**src/rtl/cpu_pkg.sv**
```systemverilog
// Shared pipeline definitions: forwarding selects, branch types, hazard FSM states
// and the forwarding-source helper used by the hazard controller.
package cpu_pkg;

  localparam logic [1:0] FWD_RF  = 2'b00;
  localparam logic [1:0] FWD_MEM = 2'b10;
  localparam logic [1:0] FWD_WB  = 2'b01;

  typedef enum logic [2:0] {
    NOBRANCH = 3'd0,
    BEQ      = 3'd1,
    BNE      = 3'd2,
    BLT      = 3'd3,
    BLTU     = 3'd4,
    BGE      = 3'd5,
    BGEU     = 3'd6
  } branch_type_e;

  typedef enum logic {
    RUN      = 1'b0,
    MEM_WAIT = 1'b1
  } hz_state_e;

  typedef struct packed {
    logic f;
    logic d;
    logic e;
    logic m;
  } stall_t;

  typedef struct packed {
    logic d;
    logic e;
    logic m;
    logic w;
  } flush_t;

  // MEM wins over WB because it holds the younger result for the same register.
  function automatic logic [1:0] fwd_sel(
    input logic       used,
    input logic [4:0] rs,
    input logic [4:0] rd_m,
    input logic [2:0] reg_write_m,
    input logic [4:0] rd_w,
    input logic [2:0] reg_write_w
  );
    logic [1:0] sel;
    sel = FWD_RF;
    if (used && reg_write_m != 3'd0 && rd_m != 5'd0 && rd_m == rs)
      sel = FWD_MEM;
    else if (used && reg_write_w != 3'd0 && rd_w != 5'd0 && rd_w == rs)
      sel = FWD_WB;
    return sel;
  endfunction

endpackage

```
**src/rtl/hazard_ctrl_if.sv**
```systemverilog
// Bundle between the datapath (master) and the hazard controller (slave):
// stage register fields in, stage-register enables/clears and forward selects out.
interface hazard_ctrl_if #(
  parameter int CNT_W = 32
);

  logic [4:0]       Rs1D;
  logic [4:0]       Rs2D;
  logic [1:0]       RegReadD;
  logic             JalD;
  logic [4:0]       Rs1E;
  logic [4:0]       Rs2E;
  logic [4:0]       RdE;
  logic [1:0]       RegReadE;
  logic             MemToRegE;
  logic [2:0]       BranchTypeE;
  logic             JalrE;
  logic             PredE;
  logic             BrE;
  logic             TargetMatchE;
  logic [4:0]       RdM;
  logic [4:0]       RdW;
  logic [2:0]       RegWriteM;
  logic [2:0]       RegWriteW;
  logic             DmemReqM;
  logic             DmemAckM;

  logic             StallF;
  logic             StallD;
  logic             StallE;
  logic             StallM;
  logic             FlushD;
  logic             FlushE;
  logic             FlushM;
  logic             FlushW;
  logic [1:0]       Forward1E;
  logic [1:0]       Forward2E;
  logic [CNT_W-1:0] BranchCnt;
  logic [CNT_W-1:0] MispredCnt;
  logic             MemTimeout;

  modport master (
    output Rs1D, Rs2D, RegReadD, JalD,
    output Rs1E, Rs2E, RdE, RegReadE, MemToRegE,
    output BranchTypeE, JalrE, PredE, BrE, TargetMatchE,
    output RdM, RdW, RegWriteM, RegWriteW, DmemReqM, DmemAckM,
    input  StallF, StallD, StallE, StallM,
    input  FlushD, FlushE, FlushM, FlushW,
    input  Forward1E, Forward2E,
    input  BranchCnt, MispredCnt, MemTimeout
  );

  modport slave (
    input  Rs1D, Rs2D, RegReadD, JalD,
    input  Rs1E, Rs2E, RdE, RegReadE, MemToRegE,
    input  BranchTypeE, JalrE, PredE, BrE, TargetMatchE,
    input  RdM, RdW, RegWriteM, RegWriteW, DmemReqM, DmemAckM,
    output StallF, StallD, StallE, StallM,
    output FlushD, FlushE, FlushM, FlushW,
    output Forward1E, Forward2E,
    output BranchCnt, MispredCnt, MemTimeout
  );

endinterface

```
**src/rtl/sat_counter.sv**
```systemverilog
// Up-counter that sticks at all-ones instead of wrapping.
module sat_counter #(
  parameter int W = 32
) (
  input  logic         clk,
  input  logic         rst,
  input  logic         inc,
  output logic [W-1:0] count
);

  // NOTE: sequential state uses non-blocking assignments so every flop samples
  // pre-edge values regardless of block evaluation order.
  always_ff @(posedge clk or posedge rst) begin
    if (rst)
      count <= '0;
    else if (inc && count != '1)
      count <= count + W'(1);
  end

endmodule

```
**src/rtl/hazard_ctrl.sv**
```systemverilog
// Stall/flush/forward controller for the 5-stage pipeline: resolves load-use, jump,
// mispredict and data-memory-wait hazards and keeps branch statistics.
module hazard_ctrl
  import cpu_pkg::*;
#(
  parameter int CNT_W       = 32,
  parameter int MEM_TIMEOUT = 255
) (
  input logic        clk,
  input logic        rst,
  hazard_ctrl_if.slave hz
);

  localparam int WCNT_W = (MEM_TIMEOUT < 2) ? 1 : $clog2(MEM_TIMEOUT + 1);

  hz_state_e         state;
  logic [WCNT_W-1:0] wait_cnt;
  logic              mem_timeout;

  logic   mis;
  logic   lu;
  logic   mem_stall;
  logic   timeout_hit;
  logic   is_branch;
  stall_t stall;
  flush_t flush;

  // Hazard detection
  always_comb begin
    is_branch = (hz.BranchTypeE != NOBRANCH);
    mis = (is_branch && ((hz.PredE != hz.BrE) || (hz.BrE && !hz.TargetMatchE)))
          || hz.JalrE;
    lu  = hz.MemToRegE && (hz.RdE != 5'd0) &&
          ((hz.RegReadD[1] && hz.RdE == hz.Rs1D) ||
           (hz.RegReadD[0] && hz.RdE == hz.Rs2D));
    // The ack cycle itself is not stalled: the access completes and the
    // pipeline advances on that edge.
    mem_stall = (state == MEM_WAIT && !hz.DmemAckM) ||
                (state == RUN && hz.DmemReqM && !hz.DmemAckM);
    timeout_hit = (wait_cnt == WCNT_W'(MEM_TIMEOUT - 1));
  end

  // NOTE: every output of a combinational block gets a default before any branch,
  // otherwise an untaken path holds the old value and infers a latch.
  always_comb begin
    stall = '0;
    flush = '0;
    if (rst) begin
      flush = '1;
    end else if (mem_stall) begin
      stall   = '1;
      flush.w = 1'b1;
    end else if (mis) begin
      // A load-use seen in D is on the wrong path here and is discarded.
      flush.d = 1'b1;
      flush.e = 1'b1;
    end else if (lu) begin
      stall.f = 1'b1;
      stall.d = 1'b1;
      flush.e = 1'b1;
    end else if (hz.JalD) begin
      flush.d = 1'b1;
    end
  end

  assign hz.StallF = stall.f;
  assign hz.StallD = stall.d;
  assign hz.StallE = stall.e;
  assign hz.StallM = stall.m;
  assign hz.FlushD = flush.d;
  assign hz.FlushE = flush.e;
  assign hz.FlushM = flush.m;
  assign hz.FlushW = flush.w;

  // Forwarding is independent of stalls so a held EX instruction keeps its bypass.
  always_comb begin
    hz.Forward1E = FWD_RF;
    hz.Forward2E = FWD_RF;
    if (!rst) begin
      hz.Forward1E = fwd_sel(hz.RegReadE[1], hz.Rs1E, hz.RdM, hz.RegWriteM,
                             hz.RdW, hz.RegWriteW);
      hz.Forward2E = fwd_sel(hz.RegReadE[0], hz.Rs2E, hz.RdM, hz.RegWriteM,
                             hz.RdW, hz.RegWriteW);
    end
  end

  // Data-memory wait FSM with abandon-on-timeout
  always_ff @(posedge clk or posedge rst) begin
    if (rst) begin
      state       <= RUN;
      wait_cnt    <= '0;
      mem_timeout <= 1'b0;
    end else begin
      case (state)
        RUN: begin
          if (hz.DmemReqM && !hz.DmemAckM) begin
            state    <= MEM_WAIT;
            wait_cnt <= '0;
          end
        end
        MEM_WAIT: begin
          if (hz.DmemAckM) begin
            state <= RUN;
          end else if (timeout_hit) begin
            state       <= RUN;
            mem_timeout <= 1'b1;
          end else begin
            wait_cnt <= wait_cnt + WCNT_W'(1);
          end
        end
        default: state <= RUN;
      endcase
    end
  end

  assign hz.MemTimeout = mem_timeout;

  // Statistics only count instructions that actually leave EX this cycle.
  logic inc_branch;
  logic inc_mis;

  assign inc_branch = !mem_stall && (is_branch || hz.JalrE);
  assign inc_mis    = !mem_stall && mis;

  sat_counter #(.W(CNT_W)) u_branch_cnt (
    .clk   (clk),
    .rst   (rst),
    .inc   (inc_branch),
    .count (hz.BranchCnt)
  );

  sat_counter #(.W(CNT_W)) u_mispred_cnt (
    .clk   (clk),
    .rst   (rst),
    .inc   (inc_mis),
    .count (hz.MispredCnt)
  );

endmodule

```
**src/flat_wrapper.sv**
```systemverilog
// flat-port wrapper written by rule: the top's interface ports become plain ports
module hazard_ctrl_flat import cpu_pkg::*;
#(
  parameter int CNT_W       = 32,
  parameter int MEM_TIMEOUT = 255
)
  (clk, rst, hz_Rs1D, hz_Rs2D, hz_RegReadD, hz_JalD, hz_Rs1E, hz_Rs2E, hz_RdE, hz_RegReadE, hz_MemToRegE, hz_BranchTypeE, hz_JalrE, hz_PredE, hz_BrE, hz_TargetMatchE, hz_RdM, hz_RdW, hz_RegWriteM, hz_RegWriteW, hz_DmemReqM, hz_DmemAckM, hz_StallF, hz_StallD, hz_StallE, hz_StallM, hz_FlushD, hz_FlushE, hz_FlushM, hz_FlushW, hz_Forward1E, hz_Forward2E, hz_BranchCnt, hz_MispredCnt, hz_MemTimeout);
  hazard_ctrl_if #(.CNT_W(CNT_W)) hz_i ();
  input logic clk;
  input logic rst;
  input wire logic [$bits(hz_i.Rs1D)-1:0] hz_Rs1D;
  input wire logic [$bits(hz_i.Rs2D)-1:0] hz_Rs2D;
  input wire logic [$bits(hz_i.RegReadD)-1:0] hz_RegReadD;
  input wire logic [$bits(hz_i.JalD)-1:0] hz_JalD;
  input wire logic [$bits(hz_i.Rs1E)-1:0] hz_Rs1E;
  input wire logic [$bits(hz_i.Rs2E)-1:0] hz_Rs2E;
  input wire logic [$bits(hz_i.RdE)-1:0] hz_RdE;
  input wire logic [$bits(hz_i.RegReadE)-1:0] hz_RegReadE;
  input wire logic [$bits(hz_i.MemToRegE)-1:0] hz_MemToRegE;
  input wire logic [$bits(hz_i.BranchTypeE)-1:0] hz_BranchTypeE;
  input wire logic [$bits(hz_i.JalrE)-1:0] hz_JalrE;
  input wire logic [$bits(hz_i.PredE)-1:0] hz_PredE;
  input wire logic [$bits(hz_i.BrE)-1:0] hz_BrE;
  input wire logic [$bits(hz_i.TargetMatchE)-1:0] hz_TargetMatchE;
  input wire logic [$bits(hz_i.RdM)-1:0] hz_RdM;
  input wire logic [$bits(hz_i.RdW)-1:0] hz_RdW;
  input wire logic [$bits(hz_i.RegWriteM)-1:0] hz_RegWriteM;
  input wire logic [$bits(hz_i.RegWriteW)-1:0] hz_RegWriteW;
  input wire logic [$bits(hz_i.DmemReqM)-1:0] hz_DmemReqM;
  input wire logic [$bits(hz_i.DmemAckM)-1:0] hz_DmemAckM;
  output wire logic [$bits(hz_i.StallF)-1:0] hz_StallF;
  output wire logic [$bits(hz_i.StallD)-1:0] hz_StallD;
  output wire logic [$bits(hz_i.StallE)-1:0] hz_StallE;
  output wire logic [$bits(hz_i.StallM)-1:0] hz_StallM;
  output wire logic [$bits(hz_i.FlushD)-1:0] hz_FlushD;
  output wire logic [$bits(hz_i.FlushE)-1:0] hz_FlushE;
  output wire logic [$bits(hz_i.FlushM)-1:0] hz_FlushM;
  output wire logic [$bits(hz_i.FlushW)-1:0] hz_FlushW;
  output wire logic [$bits(hz_i.Forward1E)-1:0] hz_Forward1E;
  output wire logic [$bits(hz_i.Forward2E)-1:0] hz_Forward2E;
  output wire logic [$bits(hz_i.BranchCnt)-1:0] hz_BranchCnt;
  output wire logic [$bits(hz_i.MispredCnt)-1:0] hz_MispredCnt;
  output wire logic [$bits(hz_i.MemTimeout)-1:0] hz_MemTimeout;
  assign hz_i.Rs1D = hz_Rs1D;
  assign hz_i.Rs2D = hz_Rs2D;
  assign hz_i.RegReadD = hz_RegReadD;
  assign hz_i.JalD = hz_JalD;
  assign hz_i.Rs1E = hz_Rs1E;
  assign hz_i.Rs2E = hz_Rs2E;
  assign hz_i.RdE = hz_RdE;
  assign hz_i.RegReadE = hz_RegReadE;
  assign hz_i.MemToRegE = hz_MemToRegE;
  assign hz_i.BranchTypeE = hz_BranchTypeE;
  assign hz_i.JalrE = hz_JalrE;
  assign hz_i.PredE = hz_PredE;
  assign hz_i.BrE = hz_BrE;
  assign hz_i.TargetMatchE = hz_TargetMatchE;
  assign hz_i.RdM = hz_RdM;
  assign hz_i.RdW = hz_RdW;
  assign hz_i.RegWriteM = hz_RegWriteM;
  assign hz_i.RegWriteW = hz_RegWriteW;
  assign hz_i.DmemReqM = hz_DmemReqM;
  assign hz_i.DmemAckM = hz_DmemAckM;
  assign hz_StallF = hz_i.StallF;
  assign hz_StallD = hz_i.StallD;
  assign hz_StallE = hz_i.StallE;
  assign hz_StallM = hz_i.StallM;
  assign hz_FlushD = hz_i.FlushD;
  assign hz_FlushE = hz_i.FlushE;
  assign hz_FlushM = hz_i.FlushM;
  assign hz_FlushW = hz_i.FlushW;
  assign hz_Forward1E = hz_i.Forward1E;
  assign hz_Forward2E = hz_i.Forward2E;
  assign hz_BranchCnt = hz_i.BranchCnt;
  assign hz_MispredCnt = hz_i.MispredCnt;
  assign hz_MemTimeout = hz_i.MemTimeout;
  hazard_ctrl #(.CNT_W(CNT_W), .MEM_TIMEOUT(MEM_TIMEOUT)) u_core (.clk(clk), .rst(rst), .hz(hz_i));
endmodule
```
**config.mk**
```make
export PLATFORM = sky130hd
export DESIGN_NAME = hazard_ctrl_flat
export DESIGN_NICKNAME = d
export VERILOG_FILES = /design/src/rtl/cpu_pkg.sv /design/src/rtl/hazard_ctrl_if.sv /design/src/rtl/sat_counter.sv /design/src/rtl/hazard_ctrl.sv /design/src/flat_wrapper.sv
export SDC_FILE = /design/constraint.sdc
export NUM_CORES = 1
export LEC_CHECK = 0
export ABC_CLOCK_PERIOD_IN_PS = 6770
export BUFFER_PORTS_ARGS = -buffer_cell sky130_fd_sc_hd__buf_2
export CAP_MARGIN = 20
export CORE_UTILIZATION = 38
export CTS_BUF_LIST = sky130_fd_sc_hd__clkbuf_8
export DETAILED_ROUTE_END_ITERATION = 6
export GPL_TIMING_DRIVEN = 1
export SLEW_MARGIN = 40
export SYNTH_ARGS = -nofsm -noshare
export SYNTH_HDL_FRONTEND = slang
export SYNTH_HIERARCHICAL = 1
export SYNTH_SLANG_ARGS = --single-unit
export TNS_END_PERCENT = 50
```
**constraint.sdc**
```tcl
create_clock -name clk -period 6.77 [get_ports clk]
set_input_delay 1.0155 -clock clk [delete_from_list [all_inputs] [get_ports clk]]
set_output_delay 1.0155 -clock clk [all_outputs]
set_load 0.01 [all_outputs]
```
# After elaboration in Yosys (flattened, before gate mapping)
# Index checks and enable logic that the tools add are counted.
# classes
add_sub_neg	3
eq_ne	13
reduce_logical	42
n_mux	28
bitwise	2
# op_table
operator	n
adder 32 x 1 -> 32 bit (second input constant)	2
!= test 32 bit (second input constant)	2
== test 5 bit	6
logical AND 1 bit	26
2-to-1 mux 8 bit	3
2-to-1 mux 2 bit	11
case mux 8 bit (2 select lines)	1
nonzero test 5 bit	3
2-to-1 mux 1 bit	11
nonzero test 3 bit	3
adder 8 x 1 -> 8 bit (second input constant)	1
== test 8 bit (second input constant)	1
!= test 2 bit (second input constant)	3
AND reduction 3 bit	2
logical OR 1 bit	5
2-to-1 mux 4 bit	1
logical NOT 1 bit	3
inverter 1 bit	2
case mux 1 bit (2 select lines)	1
!= test 1 bit	1
# word_totals
register_bits	74
out_inout_bits	77
input_bits	58
word_cells	93

# Logic depth before layout (Yosys ltp)
# Gate-level depths: netlist (run 1).
# depth
ltp_word	8
mapped_depth	9
mapped_depth_nobuf	8

# Modules after synthesis
# Netlist (run 1), hierarchy kept.
# by_module_without_submodules
mod	cells_per_inst	seq_area_each_um2	area_each_um2	instances
sat_counter	139	800.8	1561.5	2
hazard_ctrl	127	250.2	1074.8	1

# Worst setup path before layout (run 1)
# OpenSTA, ideal clock, no wires.
# synth_path
kind	input-to-output
from	input port hz_JalrE
to	output port hz_StallF
n_path_buf	1
arrival_time_ps	2529
t_required_ps	5754
stages	5
slack_ps	3225
path_cell_list	or4_4 -> and2_4 -> a211o_1 -> o21ai_0 -> buf_4
# synth_via
elab_chain_len	4
# synth_rtl
item	line_no	text
from (decl)	flat_wrapper.sv:21	input wire logic [$bits(hz_i.JalrE)-1:0] hz_JalrE;
logical OR 1 bit	hazard_ctrl.sv:32	|| hz.JalrE;
2-to-1 mux 2 bit	hazard_ctrl.sv:53	end else if (mis) begin
2-to-1 mux 2 bit	hazard_ctrl.sv:50	end else if (mem_stall) begin
2-to-1 mux 4 bit	hazard_ctrl.sv:48	if (rst) begin
to (decl)	flat_wrapper.sv:31	output wire logic [$bits(hz_i.StallF)-1:0] hz_StallF;
# No other way between the ends.

# Final worst setup path (run 1)
# layout_path
from	input port hz_JalrE
to	output port hz_StallD
# layout_via
elab_chain_len	4
# layout_rtl
item	line_no	text
logical OR 1 bit	hazard_ctrl.sv:32	
2-to-1 mux 2 bit	hazard_ctrl.sv:53	
2-to-1 mux 2 bit	hazard_ctrl.sv:50	
2-to-1 mux 4 bit	hazard_ctrl.sv:48	
to (decl)	flat_wrapper.sv:32	output wire logic [$bits(hz_i.StallD)-1:0] hz_StallD;
# No other way between the ends.

==> metrics.csv, run 1 <==
stage,metric,value,unit
power_and_ir_drop,p_per_area,226,mW/mm2
route,drtIter0Drc,143,
global_route,grt_pass1_vias,3429,
clocking,postCtsSetupRepairBufs,0,
logic_synthesis,synth_xor_area_frac,0.186,
worst_setup_path,max_stage_delay,0.53,ns
route,firstDrtPassIters,7,
placement,dp_hpwl,7.83,mm
die,die_h,107,um
die,num_rows,38,
worst_setup_path,worst-path-max-fanout,11,
timing,worstMarginPinSlew,0.695,ns
worst_setup_path,cp-start-kind,input port,
timing,setup_tns,0,ns
timing,drv_slew,0,
final_layout,drive_gt1_frac,0.319,
placement,port_buffers,134,
timing,fmax,281,MHz
logic_synthesis,ys_ff_latch,74,
final_layout,final_common_cell,buf_2,
clocking,clock_path_buffers,2,
final_layout,syn2layout_area_growth,24.9,%
die,coreArea,0.0108,mm2
logic_synthesis,syn_inst,405,
global_route,grt_usage,0.182,
final_layout,multi_input_area,0.00227,mm2
logic_synthesis,async_flop_share,1.00,
logic_synthesis,synth_compound_area_frac,0.0861,
global_route,antenna_found_initial,1,
final_layout,regArea,0.00185,mm2
hold_path,hp-class,reg2reg,
worst_setup_path,crit_slowest_cell,or4_4,
clocking,htreeDepth,3,
route,drcViolationCount,3,
logic_synthesis,synth_top_family_by_area,simple AND/OR/NAND/NOR gates,
route,ant_nets,0,
route,wl_met2,4.91,mm
worst_setup_path,critPathArrivalTime,2.54,ns
global_route,grt_max_degree,33,
clocking,cts_made_buffers,9,
final_layout,layout.nets,607,
timing,max_slew_margin,0.535,
global_route,gr-total-overflow,0,
worst_setup_path,cp.required,5.75,ns
timing,fin_worst_skew,0.0116,ns
timing,hold_viol_final,0,
global_route,grt_pass1_wl,16.6,mm
die,die_w,107,um
final_layout,final_cell_mix,"134 x buf_2, 74 x dfrtp_1, 67 x xnor2_1, 47 x nand3_1, 23 x nand4_1",
run_status,status,finished with violations,
power_and_ir_drop,vdd_drop_max,0.117,mV
timing,period_share,0.526,
timing,min_period,3.56,ns
placement,place_ws,3.21,ns
clocking,cts_hold_buf,0,
die,io_pins,135,
die,initial_utilization,0.389,
clocking,clk_pin_slew,0.08,ns
timing,grt_setup_unrepaired,no,
worst_setup_path,critical_path_class,in2out,
route,vias,3625,
logic_synthesis,yosysWarnings,6,
final_layout,diodes,0,
logic_synthesis,synthDistinctLibCells,53,
route,vias_per_cell,5.26,
logic_synthesis,synth_fa_ha_area_frac,0.0119,
logic_synthesis,ys_seq_area_frac,0.441,
logic_synthesis,synth-simple-area-share,0.240,
run,cap_viol_max_count,0,
timing,setup_viol,0,
placement,routabilityCongestion,0.921,
clocking,clockRootBuffer,clkbuf_8,
clocking,clk_latency,0.35,ns
clocking,cts.sink_count,74,
worst_setup_path,crit_chain,buf_2 > or4_4 > and2_4 > a211o_1 > o21ai_0 > buf_2,
clocking,ctsResizeCount,0,
route,wl_met3,664,um
logic_synthesis,syn_area_per_cell,10.4,um2
logic_synthesis,syn_nets,467,
route,maxUsedRoutingLayer,met5,
logic_synthesis,ys.flop_type,dfrtp_1,
logic_synthesis,syn_area,0.00420,mm2
logic_synthesis,synth_enable_flop_cells,0,
route,wl_per_cell,15.0,um
logic_synthesis,synthMuxAreaShare,0.0152,
die,dieArea,0.0115,mm2
power_and_ir_drop,p_leak,2.53,nW
clocking,cts_tree,yes,
worst_setup_path,end_kind,output pin,
route,drt_wl_total,10.3,mm
run_status,violations,design-rule violations,
worst_setup_path,cpMostUsedCell,buf_2,
final_layout,nFillCells,1020,
timing,setup_ws,3.21,ns
route,met1_length,4.55,mm
[Yosys cell counts, types with 2 or more instances]
cell	n	area, um2
nand2_2	2	12.5
o21bai_1	2	15.0
and4_1	2	17.5
nor3_1	7	35.0
ha_1	4	50.1
nand4_2	2	25.0
nand2_1	20	75.1
and4_2	2	20.0
or3_1	3	18.8
a2111oi_4	2	55.1
xnor2_1	67	587
mux2_2	3	33.8
nand4_1	23	144
a31oi_1	4	25.0
nor2b_1	2	12.5
and3_1	22	138
and2_1	2	12.5
a41oi_1	4	35.0
or4_1	3	22.5
inv_1	10	37.5
clkbuf_1	4	15.0
o21ai_0	5	25.0
or4_4	3	33.8
dfrtp_1	74	1850
a21oi_1	8	40.0
buf_4	3	22.5
nor4_4	2	42.5
nor4_1	8	50.1
mux2i_1	3	30.0
nor2_1	17	63.8
xor2_1	22	193
a311oi_4	2	52.6
clkbuf_2	2	10.0
nand3_1	47	235
[critical path, delay by kind of cell]
family / cells / cell delay, ns
buffers and inverters: 2 / 0.28
AOI/OAI and AO/OA: 2 / 0.50
and+or+nand+nor: 2 / 0.75
[cell families after synthesis]
family | Yosys count
fa+ha+maj | 4
compound gates | 40
xor+xnor | 89
buf+inv | 19
mux | 6
flops | 74
simple gates | 173
[metrics by stage]
| stage | instance area [um2] | cells | util | hold slack (ns) | power (mW) |
|---|---|---|---|---|---|
| after global placement | 5010 | 672 | 0.464 | 0.438 | 0.813 |
| after CTS | 5220 | 687 | 0.484 | 0.462 | 1.19 |
| after detailed placement | 5010 | 672 | 0.464 | 0.444 | 0.821 |
| after floorplan | 4200 | 405 | - | 0.493 | 0.706 |
| final | 5240 | 689 | 0.486 | 0.457 | 1.18 |
| after global routing | 5240 | 689 | 0.486 | 0.484 | 1.24 |
[final timing paths]
check,from,to,slack (ns),cells past startpoint
setup / recovery,hz_JalrE,hz_StallD,3.21,6
hold / removal,u_core/hz.MemTimeout,u_core/hz.MemTimeout,0.46,1
setup reg to reg,u_core/state,u_core/u_mispred_cnt/count[31],3.90,8
hold reg to reg,u_core/hz.MemTimeout,u_core/hz.MemTimeout,0.46,1
max in group asynchronous,rst,u_core/u_mispred_cnt/count[28],5.59,3
min in group asynchronous,rst,u_core/wait_cnt[0],0.79,2
[area by class of cell]
cell class | instances | area share
multi-input combinational | 312 | 0.432
sequential | 74 | 0.353
timing repair buffer | 138 | 0.134
tap | 140 | 0.0334
clock buffer | 9 | 0.0236
clock inverter | 6 | 0.0160
inverter | 10 | 0.00716
[metal layers]
| metal | up-vias | global-route usage |
|---|---|---|
| li1 | 1757 | - |
| met1 | 1733 | 0.226 |
| met2 | 120 | 0.300 |
| met3 | 13 | 0.0505 |
| met4 | 2 | 0.0675 |
| met5 | - | 0 |
[flip-flops by register name, summed over array words and instances (netlist names)]
name and cells:
u_core/hz.MemTimeout 1, u_core/state 1, u_core/u_branch_cnt/count 32, u_core/u_mispred_cnt/count 32, u_core/wait_cnt 8
[power breakdown]
part           switching, mW  internal [mW]  leakage, nW
Combinational          0.135          0.120         1.42
Clock                  0.168          0.204        0.103
Sequential            0.0676          0.488         1.00
Power figures use the tool's default switching activity.
==> run 2: changes to the inputs <==
ABC_CLOCK_PERIOD_IN_PS = 3600   (was 6770)
clock period = 3.6 ns   (was 6.77 ns; I/O delays follow)
==> run 2 against run 1 <==
  * The run still ends with design-rule violations left
  * Via count decreased by 0.66%
  * Clock power rose by 49%
  * Final cell count up 0.15%
  * Total power grew 75%
  * Register-to-register slack got worse by 3.1 ns
  * Routed wire length down 0.33%
  * Largest power group unchanged
  * First-iteration DRC count up 24%
  * Hold slack lost 0.13 ns
  * Critical path type is now reg2reg
  * Highest routed layer is now met4
==> metrics.csv, run 2 (synthesized netlist as in run 1, its figures left out) <==
stage,metric,value,unit,change
run_status,violations,design-rule violations,,
power_and_ir_drop,power.share.clock,0.268,,-0.047
global_route,grt_max_degree,33,,unchanged
timing,setup_ws,0.769,ns,-2.44 ns
worst_setup_path,crit_slowest_cell,a311oi_4,,
power_and_ir_drop,power,2.08,mW,+75%
placement,place_ws,0.558,ns,-2.65 ns
final_layout,layout.nets,607,,unchanged
placement,port_buffers,134,,unchanged
power_and_ir_drop,switching_power,676,uW,+82%
clocking,postCtsSetupRepairBufs,0,,unchanged
timing,fmax,353,MHz,
clocking,cts.sink_count,74,,unchanged
die,io_pins,135,,unchanged
die,initial_utilization,0.389,,unchanged
timing,max_slew_margin,0.515,,-0.0194
clocking,clk_latency,0.34,ns,about the same
placement,routabilityCongestion,0.885,,-3.9%
global_route,gr-total-overflow,0,,unchanged
timing,grt_setup_unrepaired,no,,
global_route,grt_pass1_wl,16.7,mm,+0.92%
power_and_ir_drop,p_per_area,400,mW/mm2,+77%
final_layout,final_cell_mix,"134 x buf_2, 74 x dfrtp_1, 67 x xnor2_1, 47 x nand3_1, 23 x nand4_1",,
timing,whs,0.322,ns,-0.134 ns
timing,fin_worst_skew,0.00494,ns,-0.00663 ns
worst_setup_path,worst-path-max-fanout,11,,unchanged
power_and_ir_drop,p_seq_frac,0.505,,+0.035
timing,drv_slew,0,,unchanged
die,num_rows,38,,unchanged
die,coreArea,0.0108,mm2,unchanged
clocking,cts_tree,yes,,
clocking,ctsResizeCount,0,,unchanged
hold_path,hp-class,in2async,,
timing,worstMarginPinSlew,0.725,ns,+0.0300 ns
route,drtIter0Drc,178,,+24%
route,ant_nets,0,,unchanged
global_route,antenna_found_initial,0,,-1
global_route,grt_usage,0.186,,+0.00385
route,vias,3601,,-0.66%
clocking,cts_hold_buf,0,,unchanged
timing,setup_viol,0,,unchanged
run,cap_viol_max_count,0,,unchanged
worst_setup_path,crit_chain,o21bai_1 > and2_4 > and2_2 > nand3_1 > or4_4 > a311oi_4 > nand4_1 > xnor2_1,,
final_layout,nFillCells,995,,-2.5%
worst_setup_path,path_buf_inv,0,,-2
worst_setup_path,cp-start-kind,register,,
final_layout,fin_cells,690,,+0.15%
power_and_ir_drop,vdd_drop_max,0.162,mV,+38%
die,die_w,107,um,unchanged
placement,dp_hpwl,7.80,mm,-0.48%
final_layout,syn2layout_area_growth,23.6,%,
route,wl_per_cell,14.9,um,-0.47%
worst_setup_path,critical_path_class,reg2reg,,
power_and_ir_drop,internal_power,1.40,mW,+72%
worst_setup_path,critPathArrivalTime,3.06,ns,+0.52 ns
power_and_ir_drop,p_leak,2.52,nW,-0.22%
final_layout,final_common_cell,buf_2,,
timing,period_share,0.786,,
timing,setup_tns,0,ns,unchanged
route,vias_per_cell,5.22,,-0.81%
die,die_h,107,um,unchanged
worst_setup_path,end_kind,register,,
worst_setup_path,crit_family,simple AND/OR/NAND/NOR gates,,
power_and_ir_drop,switching_share,0.326,,+0.0120
clocking,clk_pin_slew,0.07,ns,about the same
placement,dp_cells,674,,+0.30%
worst_setup_path,max_stage_delay,0.52,ns,about the same
clocking,clockRootBuffer,clkbuf_8,,
clocking,cts_made_buffers,9,,unchanged
die,dieArea,0.0115,mm2,unchanged
route,drcViolationCount,2,,-1
global_route,grt_pass1_vias,3452,,+0.67%
final_layout,top_regs,"u_core/u_branch_cnt/count (32), u_core/u_mispred_cnt/count (32), u_core/wait_cnt (8)",,
run_status,status,finished with violations,,
timing,min_period,2.83,ns,
final_layout,diodes,0,,unchanged
final_layout,drive_gt1_frac,0.315,,-0.00422
clocking,clock_path_buffers,2,,unchanged
timing,hold_viol_final,0,,unchanged
worst_setup_path,cp.required,3.83,ns,-1.92 ns
clocking,htreeDepth,3,,unchanged
power_and_ir_drop,power_frac_comb,0.228,,+0.013
route,drt_wl_total,10.3,mm,-0.33%
route,firstDrtPassIters,6,,-1
==> run 2: final timing paths <==
kind / start / to / slack [ns] / cells after the start
hold reg to reg: u_core/hz.MemTimeout / u_core/hz.MemTimeout / 0.46 / 1
max in group asynchronous: rst / u_core/u_mispred_cnt/count[1] / 2.88 / 3
setup reg to reg: u_core/state / u_core/u_mispred_cnt/count[31] / 0.77 / 8
hold / removal: rst / u_core/wait_cnt[5] / 0.32 / 2
setup / recovery: u_core/state / u_core/u_mispred_cnt/count[31] / 0.77 / 8
min in group clk: u_core/hz.MemTimeout / u_core/hz.MemTimeout / 0.46 / 1
==> run 2: cell type report <==
class | instances | area [um2] | share of cell area
Clock buffer | 10 | 138 | 0.0265
Clock inverter | 6 | 26.3 | 0.00506
Inverter | 10 | 37.5 | 0.00723
Multi-Input combinational cell | 312 | 2260 | 0.436
Sequential cell | 74 | 1850 | 0.357
Tap cell | 140 | 175 | 0.0338
Timing Repair Buffer | 138 | 701 | 0.135
==> run 2: worst register-to-register path, delay by kind of cell, from the launching register on <==
kind	cells	cell delay (ns)
flops	1	0.43
simple gates	5	1.26
xor+xnor	1	0.16
compound gates	2	0.86
==> run 2: routing by layer <==
metal  up-vias  track usage  part of all wire
met5         -            0                 0
met4         0       0.0616            0.0049
met3         4       0.0480             0.071
met2       126        0.308              0.50
met1      1719        0.235              0.43
li1       1752            -                 -
==> run 2: stage by stage <==
step                utilization  area [um2]
floorplan                     -        4200
global placement          0.466        5030
detailed placement        0.466        5030
CTS                       0.481        5190
global route              0.481        5190
finish                    0.481        5190
==> run 2: power by group through the flow <==
| stage | sequential (mW) | combinational [mW] | clock [mW] |
|---|---|---|---|
| 2_1_floorplan | 1.07 | 0.255 | 0 |
| 3_3_place_gp | 1.06 | 0.469 | 0 |
| 3_5_place_dp | 1.06 | 0.479 | 0 |
| 4_1_cts | 1.05 | 0.480 | 0.582 |
| 5_1_grt | 1.07 | 0.532 | 0.620 |
| 6_report | 1.05 | 0.473 | 0.555 |
